**src/rtl/vga_timing_pkg.sv**
```systemverilog
// -----------------------------------------------------------------------------
// vga_timing_pkg
// Shared constants for the VGA timing generator:
//   - default 1024x768 timing (active, front porch, sync, back porch per axis)
//   - sync polarity constants
//   - clog2_f: constant ceiling-log2 used to size the x/y counters
// No ports; imported by vga_timing_gen and vga_axis_counter.
// -----------------------------------------------------------------------------
package vga_timing_pkg;

  // Default horizontal timing, in pixels
  localparam int DEF_H_ACTIVE = 32'sd1024;
  localparam int DEF_H_FP     = 32'sd24;
  localparam int DEF_H_SYNC   = 32'sd136;
  localparam int DEF_H_BP     = 32'sd160;

  // Default vertical timing, in lines
  localparam int DEF_V_ACTIVE = 32'sd768;
  localparam int DEF_V_FP     = 32'sd3;
  localparam int DEF_V_SYNC   = 32'sd6;
  localparam int DEF_V_BP     = 32'sd29;

  // Sync polarity: the level driven while inside the sync segment
  localparam logic POL_ACTIVE_LOW  = 1'b0;
  localparam logic POL_ACTIVE_HIGH = 1'b1;

  // Number of bits needed to hold the values 0 .. value-1
  function automatic int clog2_f(input int value);
    int v;
    int result;
    v      = value - 32'sd1;
    result = 32'sd0;
    while (v > 32'sd0) begin
      v      = v >> 1;
      result = result + 32'sd1;
    end
    return result;
  endfunction

endpackage

```
**src/rtl/vga_axis_counter.sv**
```systemverilog
// -----------------------------------------------------------------------------
// vga_axis_counter
// One raster axis: a 0..TOTAL-1 wrap counter with enable, plus the range
// compares the timing generator needs.
// Ports:
//   clk       in   clock
//   rst       in   synchronous active-high reset (count -> 0)
//   en        in   advance enable
//   cnt       out  current count (registered)
//   wrap      out  high when en=1 and the count is at TOTAL-1 (next edge -> 0)
//   in_seg    out  SEG_LO <= cnt < SEG_HI (the sync segment)
//   in_active out  cnt < ACTIVE (the visible region)
// -----------------------------------------------------------------------------
module vga_axis_counter
  import vga_timing_pkg::*;
#(
  parameter int TOTAL  = 32'sd14,
  parameter int W      = 32'sd4,
  parameter int SEG_LO = 32'sd10,
  parameter int SEG_HI = 32'sd13,
  parameter int ACTIVE = 32'sd8
) (
  input  logic         clk,
  input  logic         rst,
  input  logic         en,
  output logic [W-1:0] cnt,
  output logic         wrap,
  output logic         in_seg,
  output logic         in_active
);

  localparam logic [W-1:0] LAST_C   = W'(TOTAL - 32'sd1);
  localparam logic [W-1:0] SEG_LO_C = W'(SEG_LO);
  localparam logic [W-1:0] SEG_HI_C = W'(SEG_HI);
  localparam logic [W-1:0] ACTIVE_C = W'(ACTIVE);
  localparam logic [W-1:0] ONE_C    = W'(32'd1);

  logic [W-1:0] cnt_r;
  logic         wrap_s;
  logic         in_seg_s;
  logic         in_active_s;

  // Count register: wraps from TOTAL-1 back to 0, holds while disabled
  always_ff @(posedge clk) begin
    if (rst) begin
      cnt_r <= {W{1'b0}};
    end else if (en) begin
      if (cnt_r == LAST_C) begin
        cnt_r <= {W{1'b0}};
      end else begin
        cnt_r <= cnt_r + ONE_C;
      end
    end else begin
      cnt_r <= cnt_r;
    end
  end

  // Wrap pulse and region decodes from the current count
  always_comb begin
    wrap_s      = 1'b0;
    in_seg_s    = 1'b0;
    in_active_s = 1'b0;
    if (en && (cnt_r == LAST_C)) begin
      wrap_s = 1'b1;
    end else begin
      wrap_s = 1'b0;
    end
    if ((cnt_r >= SEG_LO_C) && (cnt_r < SEG_HI_C)) begin
      in_seg_s = 1'b1;
    end else begin
      in_seg_s = 1'b0;
    end
    if (cnt_r < ACTIVE_C) begin
      in_active_s = 1'b1;
    end else begin
      in_active_s = 1'b0;
    end
  end

  assign cnt       = cnt_r;
  assign wrap      = wrap_s;
  assign in_seg    = in_seg_s;
  assign in_active = in_active_s;

endmodule

```
**src/rtl/vga_timing_gen.sv**
```systemverilog
// -----------------------------------------------------------------------------
// vga_timing_gen
// VGA raster timing generator: x/y position counters, registered sync and
// blank, an 8-bit frame counter and sticky frame / line interrupts.
// Optional feature: define VGA_TIMING_LINE_IRQ_EN to enable the raster-line
// compare interrupt (line_cmp / line_irq). Without it line_cmp is ignored and
// line_irq is tied to 0.
// Ports:
//   clk        in   clock
//   rst        in   synchronous active-high reset
//   pix_en     in   pixel-advance enable; all state holds while low
//   irq_clr    in   clears frame_irq and line_irq (a same-cycle set wins)
//   line_cmp   in   [YW] raster line that raises line_irq
//   x, y       out  [XW]/[YW] current position counters
//   hsync      out  registered horizontal sync (level HS_POL inside sync)
//   vsync      out  registered vertical sync (level VS_POL inside sync)
//   blank      out  registered blanking, 1 outside the visible area
//   frame_irq  out  sticky, set when the raster wraps to (0,0)
//   line_irq   out  sticky, set when a new line equal to line_cmp starts
//   frame_cnt  out  [8] frame counter, mod 256
// hsync/vsync/blank describe the x/y that was current one enabled cycle ago.
// -----------------------------------------------------------------------------
module vga_timing_gen
  import vga_timing_pkg::*;
#(
  parameter int   H_ACTIVE = DEF_H_ACTIVE,
  parameter int   H_FP     = DEF_H_FP,
  parameter int   H_SYNC   = DEF_H_SYNC,
  parameter int   H_BP     = DEF_H_BP,
  parameter int   V_ACTIVE = DEF_V_ACTIVE,
  parameter int   V_FP     = DEF_V_FP,
  parameter int   V_SYNC   = DEF_V_SYNC,
  parameter int   V_BP     = DEF_V_BP,
  parameter logic HS_POL   = POL_ACTIVE_LOW,
  parameter logic VS_POL   = POL_ACTIVE_LOW,
  localparam int  H_TOTAL  = H_ACTIVE + H_FP + H_SYNC + H_BP,
  localparam int  V_TOTAL  = V_ACTIVE + V_FP + V_SYNC + V_BP,
  localparam int  XW       = clog2_f(H_TOTAL),
  localparam int  YW       = clog2_f(V_TOTAL)
) (
  input  logic          clk,
  input  logic          rst,
  input  logic          pix_en,
  input  logic          irq_clr,
  input  logic [YW-1:0] line_cmp,
  output logic [XW-1:0] x,
  output logic [YW-1:0] y,
  output logic          hsync,
  output logic          vsync,
  output logic          blank,
  output logic          frame_irq,
  output logic          line_irq,
  output logic [7:0]    frame_cnt
);

  // Every timing segment must be at least one pixel / line long
  if ((H_ACTIVE <= 32'sd0) || (H_FP <= 32'sd0) || (H_SYNC <= 32'sd0) || (H_BP <= 32'sd0) ||
      (V_ACTIVE <= 32'sd0) || (V_FP <= 32'sd0) || (V_SYNC <= 32'sd0) || (V_BP <= 32'sd0))
  begin : g_param_err
    $error("vga_timing_gen: every timing segment parameter must be non-zero");
  end

  logic [XW-1:0] x_cnt_s;
  logic [YW-1:0] y_cnt_s;
  logic          x_wrap_s;
  logic          y_wrap_s;
  logic          x_sync_s;
  logic          y_sync_s;
  logic          x_act_s;
  logic          y_act_s;
  logic          frame_wrap_s;

  logic          hsync_r;
  logic          vsync_r;
  logic          blank_r;
  logic          frame_irq_r;
  logic [7:0]    frame_cnt_r;

  vga_axis_counter #(
    .TOTAL  (H_TOTAL),
    .W      (XW),
    .SEG_LO (H_ACTIVE + H_FP),
    .SEG_HI (H_ACTIVE + H_FP + H_SYNC),
    .ACTIVE (H_ACTIVE)
  ) u_x_cnt (
    .clk       (clk),
    .rst       (rst),
    .en        (pix_en),
    .cnt       (x_cnt_s),
    .wrap      (x_wrap_s),
    .in_seg    (x_sync_s),
    .in_active (x_act_s)
  );

  // y only steps when the line ends, so its enable is the x wrap pulse
  vga_axis_counter #(
    .TOTAL  (V_TOTAL),
    .W      (YW),
    .SEG_LO (V_ACTIVE + V_FP),
    .SEG_HI (V_ACTIVE + V_FP + V_SYNC),
    .ACTIVE (V_ACTIVE)
  ) u_y_cnt (
    .clk       (clk),
    .rst       (rst),
    .en        (x_wrap_s),
    .cnt       (y_cnt_s),
    .wrap      (y_wrap_s),
    .in_seg    (y_sync_s),
    .in_active (y_act_s)
  );

  // y_wrap already implies an enabled x wrap, so this is the (0,0) edge
  assign frame_wrap_s = y_wrap_s;

  // Sync/blank pipeline, frame counter and sticky frame interrupt
  always_ff @(posedge clk) begin
    if (rst) begin
      hsync_r     <= ~HS_POL;
      vsync_r     <= ~VS_POL;
      blank_r     <= 1'b0;
      frame_cnt_r <= 8'd0;
      frame_irq_r <= 1'b0;
    end else begin
      if (pix_en) begin
        hsync_r <= x_sync_s ? HS_POL : ~HS_POL;
        vsync_r <= y_sync_s ? VS_POL : ~VS_POL;
        blank_r <= ~(x_act_s & y_act_s);
      end else begin
        hsync_r <= hsync_r;
        vsync_r <= vsync_r;
        blank_r <= blank_r;
      end
      if (frame_wrap_s) begin
        frame_cnt_r <= frame_cnt_r + 8'd1;
      end else begin
        frame_cnt_r <= frame_cnt_r;
      end
      // Set has priority over a clear arriving in the same cycle
      if (frame_wrap_s) begin
        frame_irq_r <= 1'b1;
      end else if (irq_clr) begin
        frame_irq_r <= 1'b0;
      end else begin
        frame_irq_r <= frame_irq_r;
      end
    end
  end

`ifdef VGA_TIMING_LINE_IRQ_EN
  logic [YW-1:0] y_next_s;
  logic          line_hit_s;
  logic          line_irq_r;

  // Line about to start and whether it matches line_cmp; line_cmp only
  // matters at the x wrap, so a mid-line change lands at the next boundary
  always_comb begin
    y_next_s   = {YW{1'b0}};
    line_hit_s = 1'b0;
    if (y_wrap_s) begin
      y_next_s = {YW{1'b0}};
    end else begin
      y_next_s = y_cnt_s + YW'(32'd1);
    end
    if (x_wrap_s && (line_cmp == y_next_s) && (32'(line_cmp) < 32'(V_TOTAL))) begin
      line_hit_s = 1'b1;
    end else begin
      line_hit_s = 1'b0;
    end
  end

  // Sticky line interrupt; set wins over a same-cycle clear
  always_ff @(posedge clk) begin
    if (rst) begin
      line_irq_r <= 1'b0;
    end else if (line_hit_s) begin
      line_irq_r <= 1'b1;
    end else if (irq_clr) begin
      line_irq_r <= 1'b0;
    end else begin
      line_irq_r <= line_irq_r;
    end
  end

  assign line_irq = line_irq_r;
`else
  logic unused_line_cmp_s;
  assign unused_line_cmp_s = ^line_cmp;
  assign line_irq          = 1'b0;
`endif

  assign x         = x_cnt_s;
  assign y         = y_cnt_s;
  assign hsync     = hsync_r;
  assign vsync     = vsync_r;
  assign blank     = blank_r;
  assign frame_irq = frame_irq_r;
  assign frame_cnt = frame_cnt_r;

endmodule
```
**config.mk**
```make
export PLATFORM = sky130hd
export DESIGN_NAME = vga_timing_gen
export DESIGN_NICKNAME = d
export VERILOG_FILES = /design/src/rtl/vga_timing_pkg.sv /design/src/rtl/vga_axis_counter.sv /design/src/rtl/vga_timing_gen.sv
export SDC_FILE = /design/constraint.sdc
export NUM_CORES = 1
export LEC_CHECK = 0
export BUFFER_PORTS_ARGS = -buffer_cell sky130_fd_sc_hd__buf_2
export CORE_ASPECT_RATIO = 0.9
export CORE_UTILIZATION = 56
export CTS_BUF_LIST = sky130_fd_sc_hd__clkbuf_4
export DETAILED_ROUTE_END_ITERATION = 7
export PLACE_DENSITY = 0.88
export SLEW_MARGIN = 20
export SYNTH_ARGS = -nofsm -noshare
export SYNTH_HDL_FRONTEND = slang
export SYNTH_SLANG_ARGS = --single-unit
```
**constraint.sdc**
```tcl
create_clock -name clk -period 3.3 [get_ports clk]
set_input_delay 0.66 -clock clk [delete_from_list [all_inputs] [get_ports clk]]
set_output_delay 0.66 -clock clk [all_outputs]
set_load 0.02 [all_outputs]
```
After elaboration in Yosys (flattened, before gate mapping)
Cells that the tools add are included.
{"block": "word_totals", "reg_bits": 33, "latchBits": 0, "ram_bits": 0, "mem_bits_ro": 0, "inputBits": 14, "out_inout_bits": 34, "elab_cells": 37, "memories": 0}
{"block": "op_classes", "add_sub_neg": 3, "n_mul": 0, "div_mod_pow": 0, "magnitude_cmp": 6, "eq_ne": 2, "shifts": 0, "n_mux": 12, "bitwise_logic": 2, "reduce_logical": 5}
{"cell": "11-bit < comparator (second input constant)", "n": 2}
{"cell": "10-bit < comparator (second input constant)", "n": 2}
{"cell": "11-bit by 1-bit adder with 11-bit output (second input constant)", "n": 1}
{"cell": "11-bit equality test (second input constant)", "n": 1}
{"cell": "11-bit >= comparator (second input constant)", "n": 1}
{"cell": "11-bit 2-to-1 mux", "n": 1}
{"cell": "10-bit by 1-bit adder with 10-bit output (second input constant)", "n": 1}
{"cell": "10-bit equality test (second input constant)", "n": 1}
{"cell": "10-bit >= comparator (second input constant)", "n": 1}
{"cell": "1-bit 2-to-1 mux", "n": 10}
{"cell": "10-bit 2-to-1 mux", "n": 1}
{"cell": "8-bit by 1-bit adder with 8-bit output (second input constant)", "n": 1}
{"cell": "1-bit logical AND", "n": 4}
{"cell": "2-bit nonzero test", "n": 1}
{"cell": "1-bit bitwise AND", "n": 1}
{"cell": "1-bit NOT", "n": 1}

Depth between registers and ports, before layout
{"block": "depth", "ltp_word": 6, "ltp_mapped": 7, "mapped_depth_nobuf": 6}

Cells and area by module
Synthesis repeated with hierarchy kept, for this count alone.
{"block": "unflattened", "cells_unflattened": 190, "hier_area_um2": 1695.4}
{"module": "vga_axis_counter at u_x_cnt", "instances": 1, "cells_per_inst": 70, "area_each_um2": 601.8, "seq_area_each_um2": 220.2}
{"module": "vga_axis_counter at u_y_cnt", "instances": 1, "cells_per_inst": 66, "area_each_um2": 595.6, "seq_area_each_um2": 200.2}
{"module": "vga_timing_gen", "instances": 1, "cells_per_inst": 54, "area_each_um2": 498.0, "seq_area_each_um2": 240.2}

Worst setup path after synthesis
OpenSTA, ideal clock, no wires.
{"block": "synth_timing", "path_type": "register -> register", "from": "reg u_x_cnt.cnt_r[6], in the netlist u_x_cnt.cnt[6]", "to": "reg frame_cnt_r[5], in the netlist frame_cnt[5]", "setup_time_ps": 71, "arrival_ps": 2179, "t_required_ps": 3229, "slack_ps": 1051, "stages_incl_launch_ff": 6, "path_cell_list": "dfxtp_1 > or4b_4 > or4_4 > buf_6 > or4_1 > a21oi_1"}
{"block": "synth_between", "elab_chain_cells": 5}
{"item": "start, declared", "line": "vga_axis_counter.sv:38", "text": "logic [W-1:0] cnt_r;"}
{"item": "start signal, assigned", "line": "vga_axis_counter.sv:46", "text": "cnt_r <= {W{1'b0}};"}
{"item": "start signal, assigned", "line": "vga_axis_counter.sv:49", "text": "cnt_r <= {W{1'b0}};"}
{"item": "start signal, assigned", "line": "vga_axis_counter.sv:51", "text": "cnt_r <= cnt_r + ONE_C;"}
{"item": "11-bit equality test", "line": "vga_axis_counter.sv:63", "text": "if (en && (cnt_r == LAST_C)) begin"}
{"item": "1-bit logical AND", "line": "vga_axis_counter.sv:63"}
{"item": "1-bit 2-to-1 mux", "line": "vga_axis_counter.sv:63"}
{"item": "1-bit logical AND", "line": "vga_axis_counter.sv:63"}
{"item": "1-bit 2-to-1 mux", "line": "vga_axis_counter.sv:63"}
{"item": "end signal, assigned", "line": "vga_timing_gen.sv:134", "text": "frame_cnt_r <= frame_cnt_r + 8'd1;"}
{"item": "end signal, assigned", "line": "vga_timing_gen.sv:136", "text": "frame_cnt_r <= frame_cnt_r;"}
{"item": "end, declared", "line": "vga_timing_gen.sv:77", "text": "logic [7:0] frame_cnt_r;"}
Every way passes these cells.
A chain may end at the register's enable or synchronous reset.

Final worst setup path
{"block": "layout_timing", "from": "reg u_x_cnt.cnt_r[6], in the netlist u_x_cnt.cnt[6]", "to": "reg frame_cnt_r[4], in the netlist frame_cnt[4]"}
Same word-level chain as after synthesis.

==> qor.yml <==
postSynth.asyncResetShare: 0
fp_rows: 18
ioPinCount: 48
syn_to_final_growth_pct: 14.69
number_of_setup_buffers_added_after_cts: 0
status: "finished, final reports clean"
register_area_share_after_synthesis: 0.4018
fp.coreArea_um2: 2770
filler_cell_count: 242
routed-via-count: 1535
clock_pin_slew_of_the_registers_on_the_worst_case_setup_and_hold_paths_ns: 0.09
rsz0062_at_grt: "false"
syn_nets: 214
final_antenna_net_count: 0
reg2reg_slack_ns: 0.98
yosys.area.top_type_share: 0.4018
placed_area_um2: 1836
min-delay-start: "frame_cnt[7]$_SDFFE_PP0P_"
global_route_total_overflow: 0
grt_first_pass_wirelength_um: 5292
final_period_minus_worst_setup_slack_ns: 2.320
floorplan.initialDensity: 0.5935
wire_per_inst_um: 12.69
register_area_um2: 660.6
p_leak_nw: 0.6787
total_wirelength_um: 3400
synthDominantAreaCellType: "dfxtp_1"
chipHeight_um: 53.41
synth_area_leaders: "dfxtp_1, a21oi_1, ha_1"
drc: 0
cts_htree_levels: 2
grt_antenna_before_repair: 0
max_cap_violations: 0
tns_ns: 0
post_synth_num_cell_types: 37
dp_hpwl_um: 2353
netlist_area_um2: 1644
totalPowerFinal_uw: 635.3
clkSinkCount: 33
holdCritPathClass: "flip-flop to flip-flop"
critical_path_required_ns: 3.56
multi_input_comb_area_um2: 903.4
cts_tree: "built"
post_layout_nets: 247
timing.hold.ws_ns: 0.4810
clock_tree.buffer_depth: 2
critPathMaxFanout: 31
period_utilization: 0.7030
synth_edf_count: 0
netlist_instances: 194
postSynthRegisterBits: 33
die-width_um: 59.12
initialDrtViolationCount: 56
num_antenna_cells: 0
cts.hold.buffers_added: 0
finalHoldViolCount: 0
dominantRegCellSynth: "dfxtp_1"
syn-mean-instance-area_um2: 8.475
numCtsBuffers: 5
post_layout_inst_area_um2: 1886
buffer_ports.inserted: 36
drt_pass_1_iters: 4
maximum_vdd_drop_v: 0.0002298
crit_path_end_kind: "flip-flop"
pin_count_of_the_biggest_net_entering_global_routing: 32
crit_path_start: "u_x_cnt.cnt[6]$_SDFFE_PP0P_"
drive_above_1_share: 0.2105
critical_setup_path_class: "flip-flop to flip-flop"
fp.dieArea_um2: 3157
via_count_of_the_first_global_routing_pass: 1218
ctsRootBufferMaster: "clkbuf_4"
setup_viol: 0
viasPerCell: 5.728
clock_latency_ns: 0.34
cellPowerDensity_nw_per_um2: 336.9
fmax_mhz: 431.1
critical_path.startpoint_type: "flip-flop"
critical_path.reg2reg.startpoint: "u_x_cnt.cnt[6]$_SDFFE_PP0P_"
place_congestion: 0.8120
pre_cts_ws_ns: 0.7786
timing_max_transition_violations_final: 0
setup_slack_ns: 0.9801
track_usage: 0.2279
skew_ns: 0.01173
critPathArrivalTime_ns: 2.58
synth.yosys.warnings: 0
cts_resized: 0
-- critical path: stages (launching register included) --
cell,delay (ns)
dfxtp_1,0.40
or4b_4,0.58
or4_4,0.59
or4_1,0.54
a21oi_1,0.14
-- report_power, final --
part	total [mW]	internal (mW)	switching, mW
clock	0.208	0.0769	0.131
combinational	0.0246	0.00774	0.0169
sequential	0.403	0.400	0.00216
-- worst paths after layout --
check,cells past startpoint,endpoint
setup / recovery,4,frame_cnt[4]$_SDFFE_PP0P_
hold / removal,2,frame_cnt[7]$_SDFFE_PP0P_
setup reg to reg,4,frame_cnt[4]$_SDFFE_PP0P_
hold reg to reg,2,frame_cnt[7]$_SDFFE_PP0P_
-- flip-flops by register name (all words and copies together), names as in the netlist --
signal / count
u_x_cnt.cnt: 11
frame_cnt: 8
blank: 1
u_y_cnt.cnt: 10
frame_irq: 1
vsync: 1
hsync: 1
-- layout by cell type (no fill, tap or decap), types with 9 or more instances in the layout --
cell     synthesis  routed
nand2_1          9       9
nor2_1          10      10
buf_2            0      36
o31ai_1          9       9
nor3_1          11      11
or4_1           10      10
nand3_1         12      12
dfxtp_1         33      33
a21oi_1         20      20
inv_1            9       9
-- cells by family (layout without fill, tap and decap cells) --
| kind of cell | Yosys count | count (layout) | share of synthesized area |
|---|---|---|---|
| xor+xnor | 10 | 10 | 0.05328 |
| compound gates | 45 | 45 | 0.1659 |
| simple gates | 78 | 78 | 0.2717 |
| mux | 1 | 1 | 0.006849 |
| flops | 33 | 33 | 0.4018 |
| other cells | 1 | 1 | 0.002281 |
| fa+ha+maj | 6 | 6 | 0.04566 |
| buf+inv | 20 | 54 | 0.05251 |
-- per-stage QoR --
step                      utilization  instances
after global placement         0.6626        260
after floorplan                     -        194
final                          0.6807        268
after global routing           0.6807        268
after CTS                      0.6807        268
after detailed placement       0.6626        260
-- synth_stat cells (2+ instances only) --
cell and instances:
dfxtp_1 33, a21oi_1 20, nand3_1 12, nor3_1 11, nor2_1 10, or4_1 10
inv_1 9, nand2_1 9, o31ai_1 9, clkbuf_1 8, o21ai_0 7, xnor2_1 7
ha_1 6, nand4_1 6, or3_1 6, nor2b_1 3, xor2_1 3, a2111oi_0 2
nand3b_1 2, nor4_1 2, o22ai_1 2, o41ai_1 2
-- final cells by class --
class	count	area share
Clock buffer	5	0.01991
Multi-Input combinational cell	141	0.4791
Inverter	9	0.01792
Timing Repair Buffer	37	0.09954
Clock inverter	3	0.006636
Sequential cell	33	0.3504
Tap cell	40	0.02654
-- layer usage --
| layer | up-vias | routed length [um] | track usage |
|---|---|---|---|
| met2 | 33 | 1561 | 0.3731 |
| met1 | 714 | 1650 | 0.2876 |
| li1 | 783 | - | - |
| met4 | 0 | 45 | 0.07143 |
| met3 | 5 | 142 | 0.06601 |
| met5 | - | 0 | 0 |
(Power assumes the default switching activity.)
